<file path="config.mk">
export PLATFORM = sky130hd
export DESIGN_NAME = uart_tx_arbiter_flat
export DESIGN_NICKNAME = d
export VERILOG_FILES = /design/src/rtl/uart_tx_arbiter_if.sv /design/src/rtl/uart_tx_arbiter.sv /design/src/flat_wrapper.sv
export SDC_FILE = /design/constraint.sdc
export NUM_CORES = 1
export LEC_CHECK = 0
export BUFFER_PORTS_ARGS = -buffer_cell sky130_fd_sc_hd__clkbuf_2
export CORE_UTILIZATION = 40
export DETAILED_ROUTE_END_ITERATION = 7
export PLACE_DENSITY = 0.67
export SETUP_SLACK_MARGIN = 0.05
export SLEW_MARGIN = 0
export SYNTH_ARGS = -nofsm -noshare
export SYNTH_HDL_FRONTEND = slang
export SYNTH_SLANG_ARGS = --single-unit
</file>
<file path="constraint.sdc">
create_clock -name clk -period 1.8 [get_ports clk]
set_clock_uncertainty 0.1 [all_clocks]
set_input_delay 0 -clock clk [delete_from_list [all_inputs] [get_ports clk]]
set_output_delay 0 -clock clk [all_outputs]
set_load 0.02 [all_outputs]
</file>
<file path="src/rtl/uart_tx_arbiter_if.sv">
// Requester/TX-core bundle for the UART TX arbiter.
// The slave side is the arbiter; the master side is the requesters plus the TX core.
interface uart_tx_arbiter_if #(
  parameter int N_REQ = 4
) ();
  logic [N_REQ-1:0]   req_valid;
  logic [8*N_REQ-1:0] req_data;
  logic [N_REQ-1:0]   req_last;
  logic [N_REQ-1:0]   req_ready;
  logic [N_REQ-1:0]   grant;
  logic [7:0]         tx_data;
  logic               tx_start;
  logic               tx_busy;
  logic               err_timeout;

  modport master (
    output req_valid, req_data, req_last, tx_busy,
    input  req_ready, grant, tx_data, tx_start, err_timeout
  );

  modport slave (
    input  req_valid, req_data, req_last, tx_busy,
    output req_ready, grant, tx_data, tx_start, err_timeout
  );
endinterface

</file>
<file path="src/rtl/uart_tx_arbiter.sv">
// Round-robin sharing of one 8N1 UART transmitter among N_REQ byte-stream requesters.
// A grant is held for a whole packet and revoked if the owner stalls for TIMEOUT idle cycles.
module uart_tx_arbiter #(
  parameter int N_REQ   = 4,
  parameter int TIMEOUT = 255
) (
  input logic              clk,
  input logic              rst_,
  uart_tx_arbiter_if.slave bus
);
  localparam int IDX_W = $clog2(N_REQ);
  localparam logic [7:0] TMO_LAST = 8'(TIMEOUT - 1);
  localparam logic [N_REQ-1:0] ONE_HOT0 = {{(N_REQ-1){1'b0}}, 1'b1};

  typedef enum logic [2:0] {
    IDLE      = 3'd0,
    GRANT     = 3'd1,
    START     = 3'd2,
    WAIT_BUSY = 3'd3,
    WAIT_DONE = 3'd4
  } state_t;

  state_t             state_r;
  logic [N_REQ-1:0]   grant_r;
  logic [IDX_W-1:0]   owner_r;
  logic [IDX_W-1:0]   rr_ptr_r;
  logic [7:0]         tmo_cnt_r;
  logic [1:0]         busy_wait_r;
  logic               last_r;
  logic [7:0]         tx_data_r;
  logic               tx_start_r;
  logic               err_timeout_r;

  logic [N_REQ-1:0]   ready_s;
  logic [IDX_W-1:0]   pick_s;
  logic [7:0]         owner_data_s;
  logic               owner_valid_s;
  logic               owner_last_s;

  // First requester with valid set, searching upward from ptr with wrap.
  function automatic logic [IDX_W-1:0] rr_pick(input logic [N_REQ-1:0] valid,
                                               input logic [IDX_W-1:0] ptr);
    logic [IDX_W-1:0] sel;
    logic             found;
    int               idx;
    sel   = ptr;
    found = 1'b0;
    for (int k = 0; k < N_REQ; k++) begin
      idx = (int'(ptr) + k) % N_REQ;
      if (!found && valid[idx]) begin
        sel   = IDX_W'(idx);
        found = 1'b1;
      end
    end
    return sel;
  endfunction

  function automatic logic [IDX_W-1:0] next_ptr(input logic [IDX_W-1:0] g);
    if (int'(g) == N_REQ - 1) begin
      return {IDX_W{1'b0}};
    end else begin
      return g + IDX_W'(1);
    end
  endfunction

  // Owner-side views of the request bundle and the combinational accept.
  always_comb begin
    owner_data_s  = 8'h00;
    owner_valid_s = |(grant_r & bus.req_valid);
    owner_last_s  = |(grant_r & bus.req_last);
    pick_s        = rr_pick(bus.req_valid, rr_ptr_r);
    for (int i = 0; i < N_REQ; i++) begin
      if (owner_r == IDX_W'(i)) begin
        owner_data_s = bus.req_data[8*i +: 8];
      end else begin
        owner_data_s = owner_data_s;
      end
    end
    if (state_r == GRANT && !bus.tx_busy) begin
      ready_s = grant_r & bus.req_valid;
    end else begin
      ready_s = {N_REQ{1'b0}};
    end
  end

  // Arbitration and TX sequencing state machine with registered outputs.
  always_ff @(posedge clk or posedge rst_) begin
    if (rst_) begin
      state_r       <= IDLE;
      grant_r       <= {N_REQ{1'b0}};
      owner_r       <= {IDX_W{1'b0}};
      rr_ptr_r      <= {IDX_W{1'b0}};
      tmo_cnt_r     <= 8'd0;
      busy_wait_r   <= 2'd0;
      last_r        <= 1'b0;
      tx_data_r     <= 8'h00;
      tx_start_r    <= 1'b0;
      err_timeout_r <= 1'b0;
    end else begin
      tx_start_r    <= 1'b0;
      err_timeout_r <= 1'b0;
      case (state_r)
        IDLE: begin
          if (|bus.req_valid) begin
            owner_r   <= pick_s;
            grant_r   <= ONE_HOT0 << pick_s;
            tmo_cnt_r <= 8'd0;
            state_r   <= GRANT;
          end else begin
            grant_r <= {N_REQ{1'b0}};
          end
        end
        GRANT: begin
          // A core still finishing the previous frame freezes both accept and timeout.
          if (bus.tx_busy) begin
            tmo_cnt_r <= tmo_cnt_r;
          end else if (owner_valid_s) begin
            tx_data_r  <= owner_data_s;
            last_r     <= owner_last_s;
            tmo_cnt_r  <= 8'd0;
            tx_start_r <= 1'b1;
            state_r    <= START;
          end else if (tmo_cnt_r == TMO_LAST) begin
            err_timeout_r <= 1'b1;
            grant_r       <= {N_REQ{1'b0}};
            rr_ptr_r      <= next_ptr(owner_r);
            tmo_cnt_r     <= 8'd0;
            state_r       <= IDLE;
          end else begin
            tmo_cnt_r <= tmo_cnt_r + 8'd1;
          end
        end
        START: begin
          busy_wait_r <= 2'd0;
          state_r     <= WAIT_BUSY;
        end
        WAIT_BUSY: begin
          if (bus.tx_busy || busy_wait_r == 2'd3) begin
            state_r <= WAIT_DONE;
          end else begin
            busy_wait_r <= busy_wait_r + 2'd1;
          end
        end
        WAIT_DONE: begin
          if (!bus.tx_busy) begin
            if (last_r) begin
              grant_r  <= {N_REQ{1'b0}};
              rr_ptr_r <= next_ptr(owner_r);
              state_r  <= IDLE;
            end else begin
              state_r <= GRANT;
            end
          end else begin
            state_r <= WAIT_DONE;
          end
        end
        default: begin
          grant_r <= {N_REQ{1'b0}};
          state_r <= IDLE;
        end
      endcase
    end
  end

  assign bus.req_ready   = ready_s;
  assign bus.grant       = grant_r;
  assign bus.tx_data     = tx_data_r;
  assign bus.tx_start    = tx_start_r;
  assign bus.err_timeout = err_timeout_r;
endmodule

</file>
<file path="src/flat_wrapper.sv">
// flat-port wrapper written by rule: the top's interface ports become plain ports
module uart_tx_arbiter_flat 
#(
  parameter int N_REQ   = 4,
  parameter int TIMEOUT = 255
)
  (clk, rst_, bus_req_valid, bus_req_data, bus_req_last, bus_tx_busy, bus_req_ready, bus_grant, bus_tx_data, bus_tx_start, bus_err_timeout);
  uart_tx_arbiter_if #(.N_REQ(N_REQ)) bus_i ();
  input logic clk;
  input logic rst_;
  input wire logic [$bits(bus_i.req_valid)-1:0] bus_req_valid;
  input wire logic [$bits(bus_i.req_data)-1:0] bus_req_data;
  input wire logic [$bits(bus_i.req_last)-1:0] bus_req_last;
  input wire logic [$bits(bus_i.tx_busy)-1:0] bus_tx_busy;
  output wire logic [$bits(bus_i.req_ready)-1:0] bus_req_ready;
  output wire logic [$bits(bus_i.grant)-1:0] bus_grant;
  output wire logic [$bits(bus_i.tx_data)-1:0] bus_tx_data;
  output wire logic [$bits(bus_i.tx_start)-1:0] bus_tx_start;
  output wire logic [$bits(bus_i.err_timeout)-1:0] bus_err_timeout;
  assign bus_i.req_valid = bus_req_valid;
  assign bus_i.req_data = bus_req_data;
  assign bus_i.req_last = bus_req_last;
  assign bus_i.tx_busy = bus_tx_busy;
  assign bus_req_ready = bus_i.req_ready;
  assign bus_grant = bus_i.grant;
  assign bus_tx_data = bus_i.tx_data;
  assign bus_tx_start = bus_i.tx_start;
  assign bus_err_timeout = bus_i.err_timeout;
  uart_tx_arbiter #(.N_REQ(N_REQ), .TIMEOUT(TIMEOUT)) u_core (.clk(clk), .rst_(rst_), .bus(bus_i));
endmodule
</file>
Word-level counts from Yosys, hierarchy flattened
Cells that the tools add are included.
Widths: inputs -> output; s select.
{"block": "classes", "addsub": 6, "n_mul": 0, "n_div": 0, "magnitude_cmp": 4, "eq_ne": 19, "shift": 1, "muxes": 58, "bitwise_logic": 7, "reduce_logical": 28}
{"op": "$mux 8", "n": 8}
{"op": "$mux 4", "n": 7}
{"op": "$mux 2", "n": 10}
{"op": "$mux 1", "n": 18}
{"op": "$mux 3", "n": 6}
{"op": "$pmux 4 s4", "n": 1}
{"op": "$pmux 8 s2", "n": 1}
{"op": "$pmux 3 s5", "n": 1}
{"op": "$lt 3x4->1 const B", "n": 3}
{"op": "$reduce_and 6->1", "n": 2}
{"op": "$reduce_or 4->1", "n": 3}
{"op": "$ne 2x2->1 const B", "n": 5}
{"op": "$add 8x1->8 const B", "n": 1}
{"op": "$and 4x4->4", "n": 2}
{"op": "$bmux 1 s2", "n": 4}
{"op": "$eq 8x8->1 const B", "n": 1}
{"op": "$pmux 2 s2", "n": 2}
{"op": "$reduce_or 2->1", "n": 4}
{"op": "$add 2x1->2 const B", "n": 3}
{"op": "$eq 2x2->1 const B", "n": 3}
{"op": "$eq 3x2->1 const B", "n": 2}
{"op": "$ne 2x1->1 const B", "n": 3}
{"op": "$reduce_and 3->1", "n": 2}
{"op": "$reduce_bool 2->1", "n": 3}
{"op": "16 further kinds", "n": 28}
{"block": "totals", "ff_bits": 32, "latch_bits": 0, "mem_bits_rw": 0, "mem_bits_ro": 0, "memories": 0}

Longest topological paths before layout
Gate-level depths: netlist (run 1).
{"block": "logic_depth", "ltp_word": 17, "mapped_depth": 7, "ltp_nobuf": 6}

Worst setup path after synthesis (run 1)
No wires, ideal clock.
{"block": "synth_timing", "kind": "register to register", "startpoint": "reg u_core.state_r[1]", "endpoint": "reg u_core.last_r", "setup_time_ns": 0.130, "arrival_time_ns": 1.543, "required_ns": 1.570, "path_slack_ns": 0.027, "path_stages_with_launch": 6, "path_buffers": 2, "cell_sequence": "dfrtp_1 -> or4b_1 -> buf_2 -> a41oi_4 -> buf_6 -> a31oi_1"}
{"block": "synth_between", "elab_chain_cells": 2}
{"item": "start: declaration", "line": "uart_tx_arbiter.sv:23", "rtl": "state_t state_r;"}
{"item": "start signal: assignment", "line": "uart_tx_arbiter.sv:89", "rtl": "state_r <= IDLE;"}
{"item": "start signal: assignment", "line": "uart_tx_arbiter.sv:108", "rtl": "state_r <= GRANT;"}
{"item": "start signal: assignment", "line": "uart_tx_arbiter.sv:122", "rtl": "state_r <= START;"}
{"item": "$eq 3x1->1", "line": "uart_tx_arbiter.sv:102", "rtl": "case (state_r)"}
{"item": "$reduce_and 3->1 (no source line)"}
{"item": "end signal: assignment", "line": "uart_tx_arbiter.sv:119", "rtl": "last_r <= owner_last_s;"}
{"item": "end: declaration", "line": "uart_tx_arbiter.sv:29", "rtl": "logic last_r;"}
Every way passes these cells.
A chain may end at the register's enable or synchronous reset.

Worst setup path in the final report (run 1)
{"block": "layout_timing", "startpoint": "reg u_core.state_r[1]", "endpoint": "reg u_core.tx_data_r[7] (netlist: u_core.bus.tx_data[7])"}
{"block": "layout_between", "elab_chain_cells": 2}
{"item": "$eq 3x1->1", "line": "uart_tx_arbiter.sv:102"}
{"item": "$reduce_and 3->1 (no source line)"}
{"item": "end signal: assignment", "line": "uart_tx_arbiter.sv:118", "rtl": "tx_data_r <= owner_data_s;"}
{"item": "end: declaration", "line": "uart_tx_arbiter.sv:30", "rtl": "logic [7:0] tx_data_r;"}
Every way passes these cells.

==> results of run 1 <==
state kept, by name, indices dropped and copies added (netlist names):
signal / flops
u_core.busy_wait_r: 2
u_core.state_r: 3
u_core.last_r: 1
u_core.bus.grant: 4
u_core.owner_r: 2
u_core.bus.err_timeout: 1
u_core.bus.tx_start: 1
u_core.tmo_cnt_r: 8
u_core.bus.tx_data: 8
u_core.rr_ptr_r: 2
layer usage:
| layer | vias to the layer above | GRT usage | wire (um) |
|---|---|---|---|
| li1 | 1127 | - | - |
| met1 | 1101 | 0.2985 | 2782 |
| met2 | 65 | 0.3403 | 2867 |
| met3 | 4 | 0.03882 | 202 |
| met4 | 0 | 0.07128 | 60 |
| met5 | - | 0 | 0 |
layout by cell type (no fill, tap or decap), types with 7 or more instances in the layout:
cell	Yosys	final
clkbuf_2	0	56
dfrtp_1	32	31
buf_4	0	29
nand2_1	27	26
dlygate4sd3_1	0	21
inv_1	15	15
nor2_1	24	14
a31oi_1	15	14
nor2b_1	12	12
a21oi_1	9	9
a211o_1	9	9
a22o_1	8	8
nor2_4	0	8
a221oi_1	8	8
o21ai_0	7	7
final cells by class:
cell class                      instances  area share
Sequential cell                        32      0.2487
Tap cell                               70     0.02716
Inverter                               15     0.01746
Multi-Input combinational cell        186      0.4300
Clock buffer                            6     0.02251
Timing Repair Buffer                  112      0.2433
Clock inverter                          2     0.01087
repair_timing:
action	CTS	global route
setup buffers	0	1
hold buffers	21	0
hold endpoints to repair	41	0
pin swaps	2	2
gates cloned	0	0
gates resized for setup	7	44
setup endpoints to repair	20	27
worst min path at each step:
stage / slack [ns] / cells past startpoint / to
detailed placement: -0.002 / 3 / u_core.tmo_cnt_r[3]$_DFFE_PP0P_
global route: 0.11 / 3 / u_core.state_r[2]$_DFFE_PP0P_
global placement: -0.007 / 3 / u_core.bus.err_timeout$_DFF_PP0_
CTS: 0.07 / 3 / u_core.state_r[2]$_DFFE_PP0P_
finish: 0.07 / 3 / u_core.state_r[2]$_DFFE_PP0P_
floorplan: 0.02 / 1 / u_core.bus.err_timeout$_DFF_PP0_
metrics by stage:
| stage | hold slack (ns) | setup TNS [ns] |
|---|---|---|
| floorplan | 0.01620 | 0 |
| global placement | -0.007190 | 0 |
| detailed placement | -0.001525 | -0.1739 |
| CTS | 0.06934 | 0 |
| global route | 0.1064 | -0.02703 |
| finish | 0.07497 | 0 |
cells by family (layout without fill, tap and decap cells):
| logic type | after synthesis | count (layout) | share of synthesized area |
|---|---|---|---|
| AND/OR/NAND/NOR | 93 | 93 | 0.2178 |
| AO/OA/AOI/OAI | 82 | 82 | 0.2922 |
| flip-flops | 32 | 32 | 0.3747 |
| buffers and inverters | 28 | 135 | 0.05327 |
| adder cells (fa/ha/maj) | 7 | 7 | 0.04098 |
| multiplexers | 4 | 4 | 0.02108 |
report_power, final:
part / internal, mW / switching, mW / total, mW
combinational: 1.23 / 1.39 / 2.62
sequential: 1.01 / 0.245 / 1.26
clock: 0.411 / 0.266 / 0.676
critical path: stages (launching register included):
cell and delay [ns]:
dfrtp_1 0.37, or4b_4 0.57, a41oi_4 0.22, buf_12 0.19, nor2_1 0.05, a31oi_1 0.15
==> results.sh, run 1 <==
export IMPL_overflow=0
export IMPL_synth_main_ff_cell="dfrtp_1"
export IMPL_ys_seq_area_frac=0.3747
export IMPL_status="completed"
export IMPL_crit_start="u_core.state_r[1]$_DFFE_PP0P_"
export IMPL_multi_input_area_mm2=0.001386
export IMPL_cp_required_ns=1.90
export IMPL_clock_latency_ns=0.28
export IMPL_syn_area_per_cell_um2=8.687
export IMPL_pre_cts_slack_ns=-0.07796
export IMPL_antenna_found_initial=0
export IMPL_synth_area_leaders="dfrtp_1, nand2_1, a31oi_1"
export IMPL_finalNonFillerCells=423
export IMPL_tightestPinTransition_ns=0.4374
export IMPL_seq_area_um2=802.0
export IMPL_power_density_mw_per_mm2=1411
export IMPL_synth_top_area_share=0.3747
export IMPL_io_pins=61
export IMPL_dieArea_mm2=0.005639
export IMPL_clock_path_buffers=2
export IMPL_via_count=2297
export IMPL_rsz0062_at_grt="yes"
export IMPL_syn2layout_area_growth_pct=50.88
export IMPL_crit_type="register to register"
export IMPL_r2r_end="u_core.bus.tx_data[7]$_DFFE_PP0P_"
export IMPL_period_share=0.9722
export IMPL_first_iter_violations=143
export IMPL_core_area_mm2=0.005140
export IMPL_avgViaCountPerCell=5.430
export IMPL_relSlewSlack=0.7009
export IMPL_synth_most_common_cell="dfrtp_1"
export IMPL_crit_arrival_ns=1.85
export IMPL_io_buffers=60
export IMPL_start_util=0.4158
export IMPL_synthTopCellsByCount="dfrtp_1, nand2_1, nor2_1, a31oi_1, inv_1"
export IMPL_path_max_fanout=19
export IMPL_crit_path_end_kind="register"
export IMPL_dpl_cell_area_mm2=0.002705
export IMPL_grt_pass1_vias=1951
export IMPL_place_congestion=0.8596
export IMPL_critPathCapture="u_core.bus.tx_data[7]$_DFFE_PP0P_"
export IMPL_nets=402
export IMPL_drt_pass1_iterations=4
export IMPL_ys_async_sr_fraction=1.000
export IMPL_synth_edf_count=0
export IMPL_fmax_mhz=571.4
export IMPL_drc=0
export IMPL_rows=26
export IMPL_vdd_drop_max_mv=0.6465
export IMPL_synth_top_cell_by_area="dfrtp_1"
export IMPL_gr_usage_all_layers=0.2155
export IMPL_cts_tree="yes"
export IMPL_numCtsBuffers=5
export IMPL_power_mw=4.550
export IMPL_maxCapViolCount=0
export IMPL_final_util=0.6273
export IMPL_grt_pass1_wl_mm=9.073
export IMPL_wire_per_inst_um=13.98
export IMPL_antenna_cells=0
export IMPL_grt_max_degree=33
export IMPL_ys_types=46
export IMPL_syn_nets=296
export IMPL_start_kind="register"
export IMPL_ys_seq_elements=32
export IMPL_hp_class="input pin to register"
export IMPL_rr_worst_depth=5
export IMPL_cts_root_buf="clkbuf_8"
export IMPL_netlist_instances=246
export IMPL_total_leakage_power_nw=1.460
export IMPL_final_cell_area_mm2=0.003224
export IMPL_syn_area_mm2=0.002137
export IMPL_layout_drive_gt1_share=0.3739
export IMPL_nFillCells=455
export IMPL_antenna_left=0
export IMPL_r2r_start="u_core.state_r[1]$_DFFE_PP0P_"
export IMPL_min_from="bus_tx_busy"
export IMPL_clkSlewWorstSetupHoldPaths_ns=0.07
export IMPL_hold_viol=0
export IMPL_finalSetupViolCount=0
export IMPL_cts_sinks=32
export IMPL_die_y_um=75.10
export IMPL_r2r_setup_slack_ns=0.05
export IMPL_dp_hpwl_mm=4.104
export IMPL_maxSlewViolCount=0
export IMPL_fin_ws_ns=0.05003
export IMPL_cts_htree_levels=2
export IMPL_place_inst=393
export IMPL_yosys_warnings=0
export IMPL_dieWidth_um=75.10
export IMPL_finalWirelength_mm=5.912
export IMPL_layout_min_cycle_time_ns=1.750
No activity file was read; power rests on OpenSTA's default activity.
==> inputs of run 2 (changes only) <==
--- a/config.mk
+++ b/config.mk
@@ -6,9 +6,11 @@
 export NUM_CORES = 1
 export LEC_CHECK = 0
 export BUFFER_PORTS_ARGS = -buffer_cell sky130_fd_sc_hd__clkbuf_2
-export CORE_UTILIZATION = 40
+export CELL_PAD_IN_SITES_DETAIL_PLACEMENT = 0
+export CELL_PAD_IN_SITES_GLOBAL_PLACEMENT = 2
+export CORE_UTILIZATION = 27
 export DETAILED_ROUTE_END_ITERATION = 7
-export PLACE_DENSITY = 0.67
+export PLACE_DENSITY_LB_ADDON = 0.1
 export SETUP_SLACK_MARGIN = 0.05
 export SLEW_MARGIN = 0
 export SYNTH_ARGS = -nofsm -noshare
==> results.sh, run 2 (synthesized netlist as in run 1, its figures left out) <==
export IMPL_nets=414
export IMPL_tightestPinTransition_ns=0.4403
export IMPL_min_from="bus_tx_busy"
export IMPL_start_kind="register"
export IMPL_gr_usage_all_layers=0.1686
export IMPL_cts_tree="yes"
export IMPL_final_common_cell="clkbuf_2"
export IMPL_drc=0
export IMPL_grt_use_met3=0.03266
export IMPL_power_mw=4.634
export IMPL_grtUsageMet1=0.2248
export IMPL_relSlewSlack=0.7065
export IMPL_power_density_mw_per_mm2=1395
export IMPL_clock_path_buffers=2
export IMPL_io_pins=61
export IMPL_layout_common_cells="clkbuf_2, buf_4, dfrtp_1"
export IMPL_dieWidth_um=90.97
export IMPL_antenna_cells=0
export IMPL_dieArea_mm2=0.008275
export IMPL_antenna_found_initial=0
export IMPL_crit_path_end_kind="register"
export IMPL_cp_required_ns=1.90
export IMPL_finalWirelength_mm=6.773
export IMPL_numCtsBuffers=5
export IMPL_cp_top_family="simple AND/OR/NAND/NOR gates"
export IMPL_max_stage_delay_ns=0.57
export IMPL_cts_htree_levels=2
export IMPL_final_util=0.4320
export IMPL_hp_class="input pin to register"
export IMPL_rows=32
export IMPL_cts_root_buf="clkbuf_8"
export IMPL_fmax_mhz=569.8
export IMPL_rsz0062_at_grt="yes"
export IMPL_power_frac_comb=0.593
export IMPL_power_switching_share=0.4094
export IMPL_period_share=0.9751
export IMPL_overflow=0
export IMPL_nFillCells=778
export IMPL_antenna_left=0
export IMPL_place_congestion=0.7677
export IMPL_drt_pass1_iterations=4
export IMPL_syn2layout_area_growth_pct=55.39
export IMPL_total_leakage_power_nw=1.514
export IMPL_avgViaCountPerCell=4.897
export IMPL_p_int_mw=2.737
export IMPL_power_frac_clock=0.149
export IMPL_crit_arrival_ns=1.86
export IMPL_finalNonFillerCells=467
export IMPL_dpl_cell_area_mm2=0.002833
export IMPL_clock_latency_ns=0.29
export IMPL_first_iter_violations=84
export IMPL_hold_viol=0
export IMPL_crit_chain="or4b_4, buf_6, nor3_4, buf_6, a31oi_1, a31oi_1"
export IMPL_status="completed"
export IMPL_via_count=2287
export IMPL_cts_sinks=32
export IMPL_maxSlewViolCount=0
export IMPL_layout_drive_gt1_share=0.3808
export IMPL_grt_use_met2=0.2771
export IMPL_crit_start="u_core.state_r[2]$_DFFE_PP0P_"
export IMPL_place_inst=435
export IMPL_power_frac_seq=0.258
export IMPL_seq_area_um2=802.0
export IMPL_r2r_setup_slack_ns=0.04
export IMPL_finalSetupViolCount=0
export IMPL_grt_most_used_layer="met2"
export IMPL_switching_power_mw=1.897
export IMPL_r2r_start="u_core.state_r[2]$_DFFE_PP0P_"
export IMPL_dp_hpwl_mm=4.888
export IMPL_vdd_drop_max_mv=0.4577
export IMPL_holdWs_ns=0.04257
export IMPL_core_area_mm2=0.007687
export IMPL_multi_input_area_mm2=0.001323
export IMPL_grt_pass1_vias=2271
export IMPL_grt_pass1_wl_mm=11.02
export IMPL_die_y_um=90.97
export IMPL_start_util=0.2780
export IMPL_final_cell_area_mm2=0.003321
export IMPL_crit_type="register to register"
export IMPL_path_max_fanout=4
export IMPL_maxCapViolCount=0
export IMPL_slowest_stage="or4b_4"
export IMPL_grt_max_degree=33
export IMPL_wire_per_inst_um=14.50
export IMPL_clkSlewWorstSetupHoldPaths_ns=0.07
export IMPL_layout_min_cycle_time_ns=1.755
export IMPL_cp_num_buf_inv=2
export IMPL_io_buffers=60
run 2: cell count changes in the layout (fill, tap and decap cells not counted), sizes merged:
cell / change
clkbuf: +1
buf: +11
run 2: metal layers:
| metal | vias to the layer above | share of wire |
|---|---|---|
| li1 | 1144 | - |
| met1 | 1088 | 0.48 |
| met2 | 47 | 0.47 |
| met3 | 8 | 0.037 |
| met4 | 0 | 0.011 |
| met5 | - | 0 |
run 2: final cells by class:
class / count / area share
clock buffers: 6 / 0.02185
clock inverters: 2 / 0.01055
inverters: 15 / 0.01696
multi-input cells: 186 / 0.3983
flip-flops and latches: 32 / 0.2415
well taps: 102 / 0.03843
repair buffers: 124 / 0.2724
run 2: repair_timing:
item | in CTS | in global routing
hold endpoints to repair | 41 | 0
resized for setup | 14 | 28
pin swaps | 3 | 5
setup endpoints to repair | 19 | 27
setup buffers | 2 | 1
hold buffers | 21 | 0
run 2: final timing paths:
kind,cells past startpoint,endpoint
max,6,u_core.tmo_cnt_r[5]$_DFFE_PP0P_
min,3,u_core.state_r[2]$_DFFE_PP0P_
max reg2reg,6,u_core.tmo_cnt_r[5]$_DFFE_PP0P_
min reg2reg,1,u_core.busy_wait_r[1]$_DFFE_PP0P_
max in group asynchronous,4,u_core.rr_ptr_r[0]$_DFFE_PP0P_
min in group asynchronous,4,u_core.tmo_cnt_r[6]$_DFFE_PP0P_
run 2: worst min-delay path, stage by stage:
cell and delay (ns):
clkbuf_2 0.10, buf_4 0.16, a22o_1 0.14
run 2: through the flow:
stage / TNS [ns] / setup WS [ns]
finish: 0 / 0.04487
global route: -0.07889 / -0.03695
CTS: 0 / 0.02349
detailed placement: -0.4036 / -0.1048
global placement: -0.1239 / -0.06211
floorplan: 0 / 0.03168
run 2: power groups by stage:
stage               sequential [mW]  clock (mW)  combinational (mW)
floorplan                      1.40           0                1.30
global placement               1.21           0                2.50
detailed placement             1.20           0                2.50
CTS                            1.19       0.709                2.64
global route                   1.23       0.745                3.04
finish                         1.20       0.689                2.75
